[src/rtl/ofdm_sym_sched_pkg.sv]
// ============================================================================
// Module : ofdm_pkg
// Desc   : Shared state encoding and default sizing for the OFDM symbol
//          scheduler.
// Rev    : 1.0  initial release
// ============================================================================
`default_nettype none

package ofdm_pkg;

    localparam int SYM_IDX_W       = 6;
    localparam int DEF_N_SYM       = 14;
    localparam int DEF_GAP_CYC     = 2;
    localparam int DEF_TIMEOUT     = 200;
    localparam int GAP_CNT_W       = 4;

    typedef enum logic [2:0] {
        S_IDLE     = 3'd0,
        S_WAIT_SYM = 3'd1,
        S_LOAD     = 3'd2,
        S_RUN      = 3'd3,
        S_GAP      = 3'd4,
        S_FIN      = 3'd5
    } sched_state_t;

endpackage

`default_nettype wire

[src/rtl/ofdm_sym_sched_cnt.sv]
// ============================================================================
// Module : sched_cnt
// Desc   : Loadable down-counter that stops at zero and flags it.
// Rev    : 1.0  initial release
// ============================================================================
`default_nettype none

module sched_cnt #(
    parameter int W = 4
) (
    input  logic         clk,
    input  logic         rst,
    input  logic         load,
    input  logic         en,
    input  logic [W-1:0] load_val,
    output logic         zero
);

    logic [W-1:0] r_count;

    always_ff @(posedge clk or posedge rst) begin
        if (rst) begin
            r_count <= '0;
        end else if (load) begin
            r_count <= load_val;
        end else if (en && (r_count != '0)) begin
            r_count <= r_count - W'(1);
        end
    end

    assign zero = (r_count == '0);

endmodule

`default_nettype wire

[src/rtl/ofdm_sym_sched.sv]
// ============================================================================
// Module : ofdm_sym_sched
// Desc   : Paces IFFT symbols into the CPI, one frame of N_SYM symbols per
//          frame_req. Macro SCHED_WATCHDOG_EN adds a RUN-state watchdog.
// Rev    : 1.0  initial release
// ============================================================================
`default_nettype none

module ofdm_sym_sched
    import ofdm_pkg::*;
#(
    parameter int N_SYM   = DEF_N_SYM,
    parameter int GAP_CYC = DEF_GAP_CYC,
    parameter int TIMEOUT = DEF_TIMEOUT
) (
    input  logic                 clk,
    input  logic                 rst,
    input  logic                 frame_req,
    input  logic                 abort,
    input  logic                 sym_ready,
    input  logic                 cpi_done,
    output logic                 cpi_start,
    output logic                 cpi_data_valid,
    output logic [SYM_IDX_W-1:0] sym_idx,
    output logic                 busy,
    output logic                 frame_done,
    output logic                 overflow
`ifdef SCHED_WATCHDOG_EN
    ,
    output logic                 timeout_err
`endif
);

    localparam logic [SYM_IDX_W-1:0] c_last_idx = SYM_IDX_W'(N_SYM - 1);
    // GAP is entered already counting its first cycle, hence the minus one.
    localparam logic [GAP_CNT_W-1:0] c_gap_load = GAP_CNT_W'((GAP_CYC > 0) ? GAP_CYC - 1 : 0);

    sched_state_t r_state;
    sched_state_t w_state_nxt;
    logic         r_pend;
    logic         w_gap_load;
    logic         w_gap_zero;
    logic         w_idx_inc;
    logic         w_clear;

    sched_cnt #(
        .W        (GAP_CNT_W)
    ) u_gap_cnt (
        .clk      (clk),
        .rst      (rst),
        .load     (w_gap_load),
        .en       (r_state == S_GAP),
        .load_val (c_gap_load),
        .zero     (w_gap_zero)
    );

`ifdef SCHED_WATCHDOG_EN
    localparam int            WD_W      = $clog2(TIMEOUT + 1);
    localparam logic [WD_W-1:0] c_wd_load = WD_W'(TIMEOUT - 1);

    logic w_wd_zero;
    logic w_wd_fire;

    sched_cnt #(
        .W        (WD_W)
    ) u_wd_cnt (
        .clk      (clk),
        .rst      (rst),
        .load     (r_state == S_LOAD),
        .en       (r_state == S_RUN),
        .load_val (c_wd_load),
        .zero     (w_wd_zero)
    );

    assign w_wd_fire = (r_state == S_RUN) && !cpi_done && w_wd_zero && !abort;
    assign w_clear   = abort || w_wd_fire;

    always_ff @(posedge clk or posedge rst) begin
        if (rst) begin
            timeout_err <= 1'b0;
        end else if (w_wd_fire) begin
            timeout_err <= 1'b1;
        end
    end
`else
    assign w_clear = abort;
`endif

    always_ff @(posedge clk or posedge rst) begin
        if (rst) begin
            r_state <= S_IDLE;
        end else begin
            r_state <= w_state_nxt;
        end
    end

    always_comb begin
        w_state_nxt = r_state;
        w_gap_load  = 1'b0;
        w_idx_inc   = 1'b0;
        if (w_clear) begin
            w_state_nxt = S_IDLE;
        end else begin
            case (r_state)
                S_IDLE:     if (frame_req) w_state_nxt = S_WAIT_SYM;
                S_WAIT_SYM: if (sym_ready || r_pend) w_state_nxt = S_LOAD;
                S_LOAD:     w_state_nxt = S_RUN;
                S_RUN: begin
                    if (cpi_done) begin
                        if (sym_idx == c_last_idx) begin
                            w_state_nxt = S_FIN;
                        end else begin
                            w_idx_inc = 1'b1;
                            if (GAP_CYC == 0) begin
                                w_state_nxt = S_WAIT_SYM;
                            end else begin
                                w_state_nxt = S_GAP;
                                w_gap_load  = 1'b1;
                            end
                        end
                    end
                end
                S_GAP:      if (w_gap_zero) w_state_nxt = S_WAIT_SYM;
                S_FIN:      w_state_nxt = S_IDLE;
                default:    w_state_nxt = S_IDLE;
            endcase
        end
    end

    always_ff @(posedge clk or posedge rst) begin
        if (rst) begin
            sym_idx  <= '0;
            r_pend   <= 1'b0;
            overflow <= 1'b0;
        end else if (w_clear) begin
            sym_idx <= '0;
            r_pend  <= 1'b0;
        end else begin
            if ((r_state == S_IDLE) && frame_req) begin
                sym_idx  <= '0;
                overflow <= 1'b0;
            end
            if (w_idx_inc) begin
                sym_idx <= sym_idx + SYM_IDX_W'(1);
            end
            // In WAIT_SYM a held symbol goes first; a fresh one arriving
            // alongside it replaces it in the pend slot and flags overflow.
            if (r_state == S_WAIT_SYM) begin
                if (r_pend && sym_ready) begin
                    overflow <= 1'b1;
                end else begin
                    r_pend <= 1'b0;
                end
            end else if ((r_state != S_IDLE) && sym_ready) begin
                if (r_pend) begin
                    overflow <= 1'b1;
                end else begin
                    r_pend <= 1'b1;
                end
            end
        end
    end

    assign cpi_start      = (r_state == S_LOAD) || (r_state == S_RUN);
    assign cpi_data_valid = (r_state == S_LOAD);
    assign busy           = (r_state != S_IDLE);
    assign frame_done     = (r_state == S_FIN);

endmodule

`default_nettype wire

[config.mk]
export PLATFORM = sky130hd
export DESIGN_NAME = ofdm_sym_sched
export DESIGN_NICKNAME = d
export VERILOG_FILES = /design/src/rtl/ofdm_sym_sched_pkg.sv /design/src/rtl/ofdm_sym_sched_cnt.sv /design/src/rtl/ofdm_sym_sched.sv
export SDC_FILE = /design/constraint.sdc
export NUM_CORES = 1
export LEC_CHECK = 0
export CAP_MARGIN = 20
export CORE_ASPECT_RATIO = 1.1
export CORE_MARGIN = 4
export CORE_UTILIZATION = 35
export CTS_BUF_LIST = sky130_fd_sc_hd__clkbuf_4
export CTS_CLUSTER_SIZE = 20
export DETAILED_ROUTE_END_ITERATION = 10
export PLACE_DENSITY = 0.67
export SLEW_MARGIN = 40
export SYNTH_ARGS = -nofsm -noshare
export SYNTH_HDL_FRONTEND = slang
export SYNTH_SLANG_ARGS = --single-unit
export TNS_END_PERCENT = 100
[constraint.sdc]
create_clock -name clk -period 4.8 [get_ports clk]
set_input_delay 0.96 -clock clk [delete_from_list [all_inputs] [get_ports clk]]
set_output_delay 0.96 -clock clk [all_outputs]
set_load 0.1 [all_outputs]
* After elaboration in Yosys (flattened, before gate mapping)
Index checks and enable logic that the tools add are counted.
** Storage, ports and cells
- Output and inout port bits :: 11
- Bits in read-only memories :: 0
- Bits of input ports :: 6
- RAM bits :: 0
- Bits in latches :: 0
- Word-level logic and storage cells :: 58
- Memories :: 0
- Bits in registers :: 15
** Operators by class
- Add/subtract/negate cells :: 2
- Bitwise operators :: 0
- Multiply operators :: 0
- Reduce and logical (&&, ||, !) cells :: 15
- Divide/modulo/power cells :: 0
- $lt $le $gt $ge :: 0
- Shift-type cells :: 0
- Equal/unequal tests :: 11
- Multiplexer cells :: 25
** Operators with widths (number)
- $mux W6 :: 3
- $mux W3 :: 5
- $ne A3 B3 Y1 const B :: 5
- $pmux W3 S5 :: 1
- $mux W1 :: 14
- $reduce_bool A3 Y1 :: 3
- $mux W4 :: 2
- $add A6 B1 Y6 const B :: 1
- $eq A3 B2 Y1 const B :: 2
- $eq A3 B3 Y1 const B :: 2
- $eq A6 B4 Y1 const B :: 1
- $logic_and A1 B1 Y1 :: 4
- $logic_not A4 Y1 :: 1
- $reduce_and A4 Y1 :: 1
- $reduce_bool A4 Y1 :: 1
- $sub A4 B1 Y4 const B :: 1
- $eq A3 B1 Y1 const B :: 1
- $logic_not A3 Y1 :: 1
- $logic_or A1 B1 Y1 :: 2
- $reduce_and A2 Y1 :: 1
- $reduce_bool A2 Y1 :: 1

* Depth between registers and ports, before layout
- Depth in word-level cells :: 7
- Gate-level depth with buffers :: 6
- Gate-level depth less buffers :: 6

* Cells and area by module
Synthesis repeated with hierarchy kept, for this count alone.
** Unflattened totals
- Cell total of the unflattened synthesis :: 108
- Area, all modules :: 989.7 um^2
** By module, submodules not included
- ofdm_sym_sched :: instances 1, area an instance 728.2 um^2, cells an instance 80, seq. area each 275.3 um^2
- sched_cnt :: instances 1, area an instance 261.5 um^2, cells an instance 28, seq. area each 100.1 um^2

* Worst setup path before layout
No wires, ideal clock.
- Kind :: register to output
- Start :: register r_state[2]
- End :: output cpi_data_valid
- Cell stages (with the launch flop) :: 3
- Path buffers :: 0
- Data arrival time :: 1.842 ns
- Data required time :: 3.840 ns
- Setup slack :: 1.998 ns
- Path through :: dfrtp_1 > nand2b_4 > nor2_1
** Between the ends
- Cells in the longest elaborated chain, start to end :: 1
** RTL lines
- start: declaration :: line ofdm_sym_sched.sv:38 : sched_state_t r_state;
- start signal: assignment :: line ofdm_sym_sched.sv:93 : r_state <= w_state_nxt;
- $eq A3 B2 Y1 :: line ofdm_sym_sched.sv:165 : assign cpi_data_valid = (r_state == S_LOAD);
- end: declaration :: line ofdm_sym_sched.sv:23 : output logic cpi_data_valid,
Every way passes these cells.

* Final worst setup path
- Start :: register r_state[1]
- End :: output busy
** Between the ends
- Cells in the longest elaborated chain, start to end :: 1
** RTL lines
- $reduce_bool A3 Y1 :: line ofdm_sym_sched.sv:166 : assign busy = (r_state != S_IDLE);
- end: declaration :: line ofdm_sym_sched.sv:25 : output logic busy,
Every way passes these cells.

==> impl_results.md <==
- Status: finished clean
- Worst-path fanout max: 10
- Period Utilization, post-route: 50.8%
- Mapped Area: between 900 and 1000 um^2
- Max Freq: 410 MHz
- IO Port Bufs: 16
- Grt total ovfl: 0
- Hold path depth: 2
- WP data required: 3.84 ns
- Initial DRC Count: 11
- Share of layout cells above drive strength 1: 27.2%
- Clock power share: 20.5%
- CTS sink cnt: 15
- Hpwl dp: 1490 um
- Routability cong.: approximately 0.84
- Clock slew at reported path FFs: 0.09 ns
- Final ANT Viol Nets: 0
- Arrival time worst endpoint: 1.48 ns
- Vias per inst: 5.07
- Clock Tree Buf Depth: 2
- Die area: around 3600 um^2
- Antenna violations before repair: 0
- Max-cap violation count: 0
- Switching share of power: 41.4%
- RSZ-0062 raised after global routing: no
- Comb pwr share: 34.4%
- Avg Inst Size Synth: 9.66 um^2
- Top Ports: 17
- Synth warn: 0
- Postcts setup bufs: 0
- Hold slack: 0.554 ns
- Leakage: 0.000513 uW
- Area delta synth->final: 16.1%
- Worst-skew pair later-pin latency: around 0.28 ns
- Pwr dens: 343 nW/um^2
- Fin Setup TNS: 0 ns
- Seq cells post-synth: 15
- Standard-cell rows: 19
- GRT Resource Usage Total: 12.1%
- WL/cell: 13.3 um
- Post-CTS Hold Buffers: 0
- Clock root buffer: clkbuf_4
- TritonCTS buffer count: 3
- Layout Nets: around 120
- Setup Viol. Count Final: 0
- Minimum clock period: ~2.4 ns
- Pins over their slew limit: 0
- Synth unique cells: 40
- Post-synthesis sequential area ratio: 39.6%
- Initial Utilization: ~37%
- Worst vdd ir: between 0.15 and 0.2 mV
- P_sw: ~160 uW
- HP Class: reg2reg
- Post-Route WL: 1930 um
- Hold Vio Cnt, Final: 0
- Via count: 735
- # resized after CTS: 0
- Internal power: 221 uW
- Core Area: 2540 um^2
- Fill cell count: roughly 240
- Syn_nets: 107
- Reg power frac: 45.1%
- Chip width: between 50 and 60 um
- CTS tree: yes
- Worst-Margin Slew: 0.585 ns
- First-pass GRT wire length: between 3000 and 4000 um
- Die H: between 60 and 70 um
- Max_slew headroom: 60.9%
- Vias in the first global route: 756
- Largest net degree at the start of global routing: 16
- Cells after synthesis: 98
- Worst r2r path cells: 6
- CP endpoint kind: output pin
- Startpoint Class: register
- Worst Path Class, Setup: reg2out
- CTS H-tree lvls: 1
- # DRC: 0
- First-pass detailed-route iteration total: 4
- Clock Skew: 0.00381 ns
- ANT cells: 0
[layout by cell type (no fill, tap or decap), types with 2 or more instances in the layout]
cell type and instances:
dfrtp_1 15, a31oi_1 2, clkbuf_4 4, nor2_1 10, mux2_2 2, buf_2 11, inv_1 9, nand3_1 4
ha_1 3, nand2_1 8, a21oi_1 3, nor3_2 2, o21ai_0 5, nor3_1 4, and2_1 2, clkdlybuf4s50_1 5
nor3b_1 2
[metrics by stage]
step	util (%)	setup slack, ns	cells	power [uW]	area (um^2)
3_3_place_gp	44.2	2.01	141	306	1120
2_1_floorplan	-	2.00	98	279	947
3_5_place_dp	42.1	2.16	141	304	1070
4_1_cts	43.2	2.35	145	381	1100
6_report	43.2	2.36	145	378	1100
5_1_grt	43.2	2.26	145	405	1100
[cells in the mapped netlist]
master | n | area share [%]
a32o_1 | 1 | 1.1
nor3_2 | 2 | 2.1
clkbuf_1 | 1 | 0.40
nor3_1 | 4 | 2.1
a21o_1 | 1 | 0.79
nand2b_4 | 1 | 1.5
or2_2 | 1 | 0.66
mux2i_1 | 1 | 1.1
ha_1 | 3 | 4.0
o21ai_0 | 5 | 2.6
nor3b_1 | 2 | 1.6
o41ai_2 | 1 | 1.7
o2bb2ai_1 | 1 | 0.92
o31a_1 | 1 | 0.92
mux2_2 | 2 | 2.4
inv_1 | 9 | 3.6
a21oi_1 | 3 | 1.6
nand3_1 | 4 | 2.1
nor2_1 | 10 | 4.0
xnor2_1 | 1 | 0.92
o311ai_2 | 1 | 1.7
a21o_2 | 1 | 0.92
nand2_1 | 8 | 3.2
xor2_1 | 1 | 0.92
nor3b_2 | 1 | 1.3
a31oi_1 | 2 | 1.3
dfrtp_1 | 15 | 40
o211ai_1 | 1 | 0.79
a211oi_2 | 1 | 1.3
a21boi_1 | 1 | 0.79
or3_4 | 1 | 1.2
buf_4 | 1 | 0.79
a221o_1 | 1 | 1.1
and2_1 | 2 | 1.3
buf_2 | 2 | 1.1
or3b_4 | 1 | 1.2
nand2b_1 | 1 | 0.66
a21oi_4 | 1 | 1.7
nor4_4 | 1 | 2.2
a21oi_2 | 1 | 0.92
[sequential cells by signal (all words and copies together) (netlist names)]
signal / cells
r_pend: 1
overflow: 1
sym_idx: 6
u_gap_cnt.r_count: 4
r_state: 3
[critical path, stage by stage (launching register included)]
cell and delay (ns):
dfrtp_1 0.51, nor3_2 0.33, inv_1 0.06, buf_2 0.29
[power groups by stage]
stage	Combinational, uW	Sequential (uW)	Clock (uW)
final	130	170	77.5
after global routing	143	175	87.6
after CTS	131	171	79.4
after detailed placement	131	173	0
after global placement	135	171	0
after floorplan	87.0	192	0
[layer usage]
metal | part of all wire, % | up-vias | GRT usage, % | wire (um)
li1 | - | 374 | - | -
met1 | 47 | 347 | 15.5 | 901
met2 | 50 | 12 | 19.6 | 961
met3 | 2.2 | 2 | 2.48 | 43
met4 | 1.1 | 0 | 4.35 | 22
met5 | 0 | - | 0 | 0
[cell families after synthesis]
| kind of cell | synth area share (%) |
|---|---|
| AND/OR/NAND/NOR | 25.1 |
| XOR/XNOR | 1.85 |
| flip-flops | 39.6 |
| buffers and inverters | 5.81 |
| adder cells (fa/ha/maj) | 3.96 |
| multiplexers | 3.43 |
| AO/OA/AOI/OAI | 20.2 |
[final timing paths]
check | start | end | slack [ns]
max | r_state[1] | busy | 2.36
min | overflow | overflow | 0.55
max reg2reg | sym_idx[1] | sym_idx[3] | 3.04
min reg2reg | overflow | overflow | 0.55
max in group asynchronous | rst | sym_idx[2] | 3.39
min in group asynchronous | rst | u_gap_cnt.r_count[2] | 1.03
[layout make-up]
type | count | area [um^2] | share of cell area [%]
Tap cell | 31 | 38.8 | 3.53
Multi-Input combinational cell | 70 | 517 | 47.0
Clock buffer | 4 | 30.0 | 2.73
Inverter | 9 | 33.8 | 3.07
Timing Repair Buffer | 16 | 105 | 9.56
Sequential cell | 15 | 375 | 34.1
Note: power is estimated with default switching activity, not from simulation.
==> patch, RTL diff (same flow settings) <==
The 6 states of `sched_state_t` get a one-hot encoding in 6 bits.
--- a/src/rtl/ofdm_sym_sched_pkg.sv
+++ b/src/rtl/ofdm_sym_sched_pkg.sv
@@ -14,13 +14,13 @@
     localparam int DEF_TIMEOUT     = 200;
     localparam int GAP_CNT_W       = 4;
 
-    typedef enum logic [2:0] {
-        S_IDLE     = 3'd0,
-        S_WAIT_SYM = 3'd1,
-        S_LOAD     = 3'd2,
-        S_RUN      = 3'd3,
-        S_GAP      = 3'd4,
-        S_FIN      = 3'd5
+    typedef enum logic [5:0] {
+        S_IDLE     = 6'b000001,
+        S_WAIT_SYM = 6'b000010,
+        S_LOAD     = 6'b000100,
+        S_RUN      = 6'b001000,
+        S_GAP      = 6'b010000,
+        S_FIN      = 6'b100000
     } sched_state_t;
 
 endpackage
Behaviour: same outputs for any inputs over 10 cycles, from zero or initial values and one cycle with rst high; not proved beyond that.
==> patch against the unedited design <==
Sequential share of layout area up 2.2 points. Routed wire length up 25%. First-iteration DRC count rose to 2.5 times the old value. Setup slack worse by 710 ps. Design area increased by 13%. Register-to-register slack worse by 310 ps. Sequential cell count rose by 3. Sequential power rose by 14%. Via count is 24% higher. Total power rose by 23%. Global-route usage is 1.6 points higher. Synthesized cell count increased by 16%. Synthesized area increased by 15%. Critical path type unchanged. Critical endpoint is now cpi_data_valid.
==> patch: results (changes against the unedited design) <==
The met2 wire length came out at 1180 um (+23%). The post-route total power is 465 uW (+23%). The net switching power is 211 uW (+35%). The via count of the first global-routing pass is 930 (+23%). The via count of the routed design came out at 911 (+24%). The worst register-to-register path begins at r_state[1].

The xor and xnor fraction of the mapped netlist area is 3.23% (+1.4 points). The net count of the finished layout is 142 (+15%). The post-synthesis mux area share is 1.85% (-1.6 points). In this run the critical register-to-register path is captured at sym_idx[5]. The met1 wire length came out at 1090 um (+21%).

The average footprint of a synthesized cell came to 9.52 um2 (-1.5%). The global-route usage over all layers is 13.6% (+1.6 points). The largest registers in the layout are r_state (6), sym_idx (6), u_gap_cnt.r_count (4). Sorting the synthesized cells by area gives the leading types as sky130_fd_sc_hd__dfrtp_1 39%, sky130_fd_sc_hd__ha_1 4.6%, sky130_fd_sc_hd__inv_1 4.2%.

The area share of fa/ha/maj cells after synthesis is 4.61% (+0.65 points). The slew of the pin with the lowest slew margin came to 696 ps (+111 ps). The length in cells of the worst reg-to-reg path came to 4 (-2). The maximum net fanout on the critical path is 9 (-1). The number of cells after detailed placement is 160 (+13%). The data arrival time of the worst path was 2190 ps (+710 ps). The largest individual stage delay along the critical path comes from the cell sky130_fd_sc_hd__or4_1. The number of inserted filler cells in the final layout is 289 (+21%). The global placer's final weighted congestion was 0.823 (-2.1%).

The post-route non-filler standard cell count came out at 164 (+13%). The post-synthesis compound-gate area fraction is 16.8% (-3.4 points). The flow ran to the end, and the final reports show no timing, DRC or antenna violations. The placed wire-length estimate is 1830 um (+22%).

The final-layout worst hold slack is 546 ps (-8.01 ps). The part of the Yosys area used for sequential elements was 41.6% (+2.0 points). The area of placed instances came out at 1220 um2 (+14%). The worst stage delay on the critical path is 650 ps (+140 ps).

The pre-CTS setup slack is 1980 ps (-181 ps). The static leakage came to 0.551 nW (+7.3%). The part of the power in the clock network came out at 16.5% (-4.0 points). The final setup skew came to 4.89 ps (+1.08 ps).
patch: cell count changes in the layout (fill, tap and decap cells not counted), sizes merged, moves of 3 or more:
cell / before / now
nand4: 0 / 5
nand2: 8 / 3
nor2b: 0 / 5
inv: 9 / 12
nor2: 10 / 4
patch: worst max-delay path by stage:
stage	startpoint	to	slack, ps	depth (start not counted)
floorplan	r_state[1]	cpi_data_valid	510	3
global placement	r_state[1]	cpi_data_valid	1290	3
detailed placement	r_state[1]	cpi_data_valid	1980	3
CTS	r_state[4]	cpi_data_valid	1640	3
global route	r_state[5]	busy	1500	4
finish	r_state[1]	cpi_data_valid	1650	3
patch: area by class of cell:
type / instances / share of cell area (%)
Sequential cell: 18 / 36.3
Tap cell: 33 / 3.32
Inverter: 12 / 3.62
Clock buffer: 3 / 1.81
Timing Repair Buffer: 16 / 8.44
Multi-Input combinational cell: 81 / 46.2
Clock inverter: 1 / 0.302
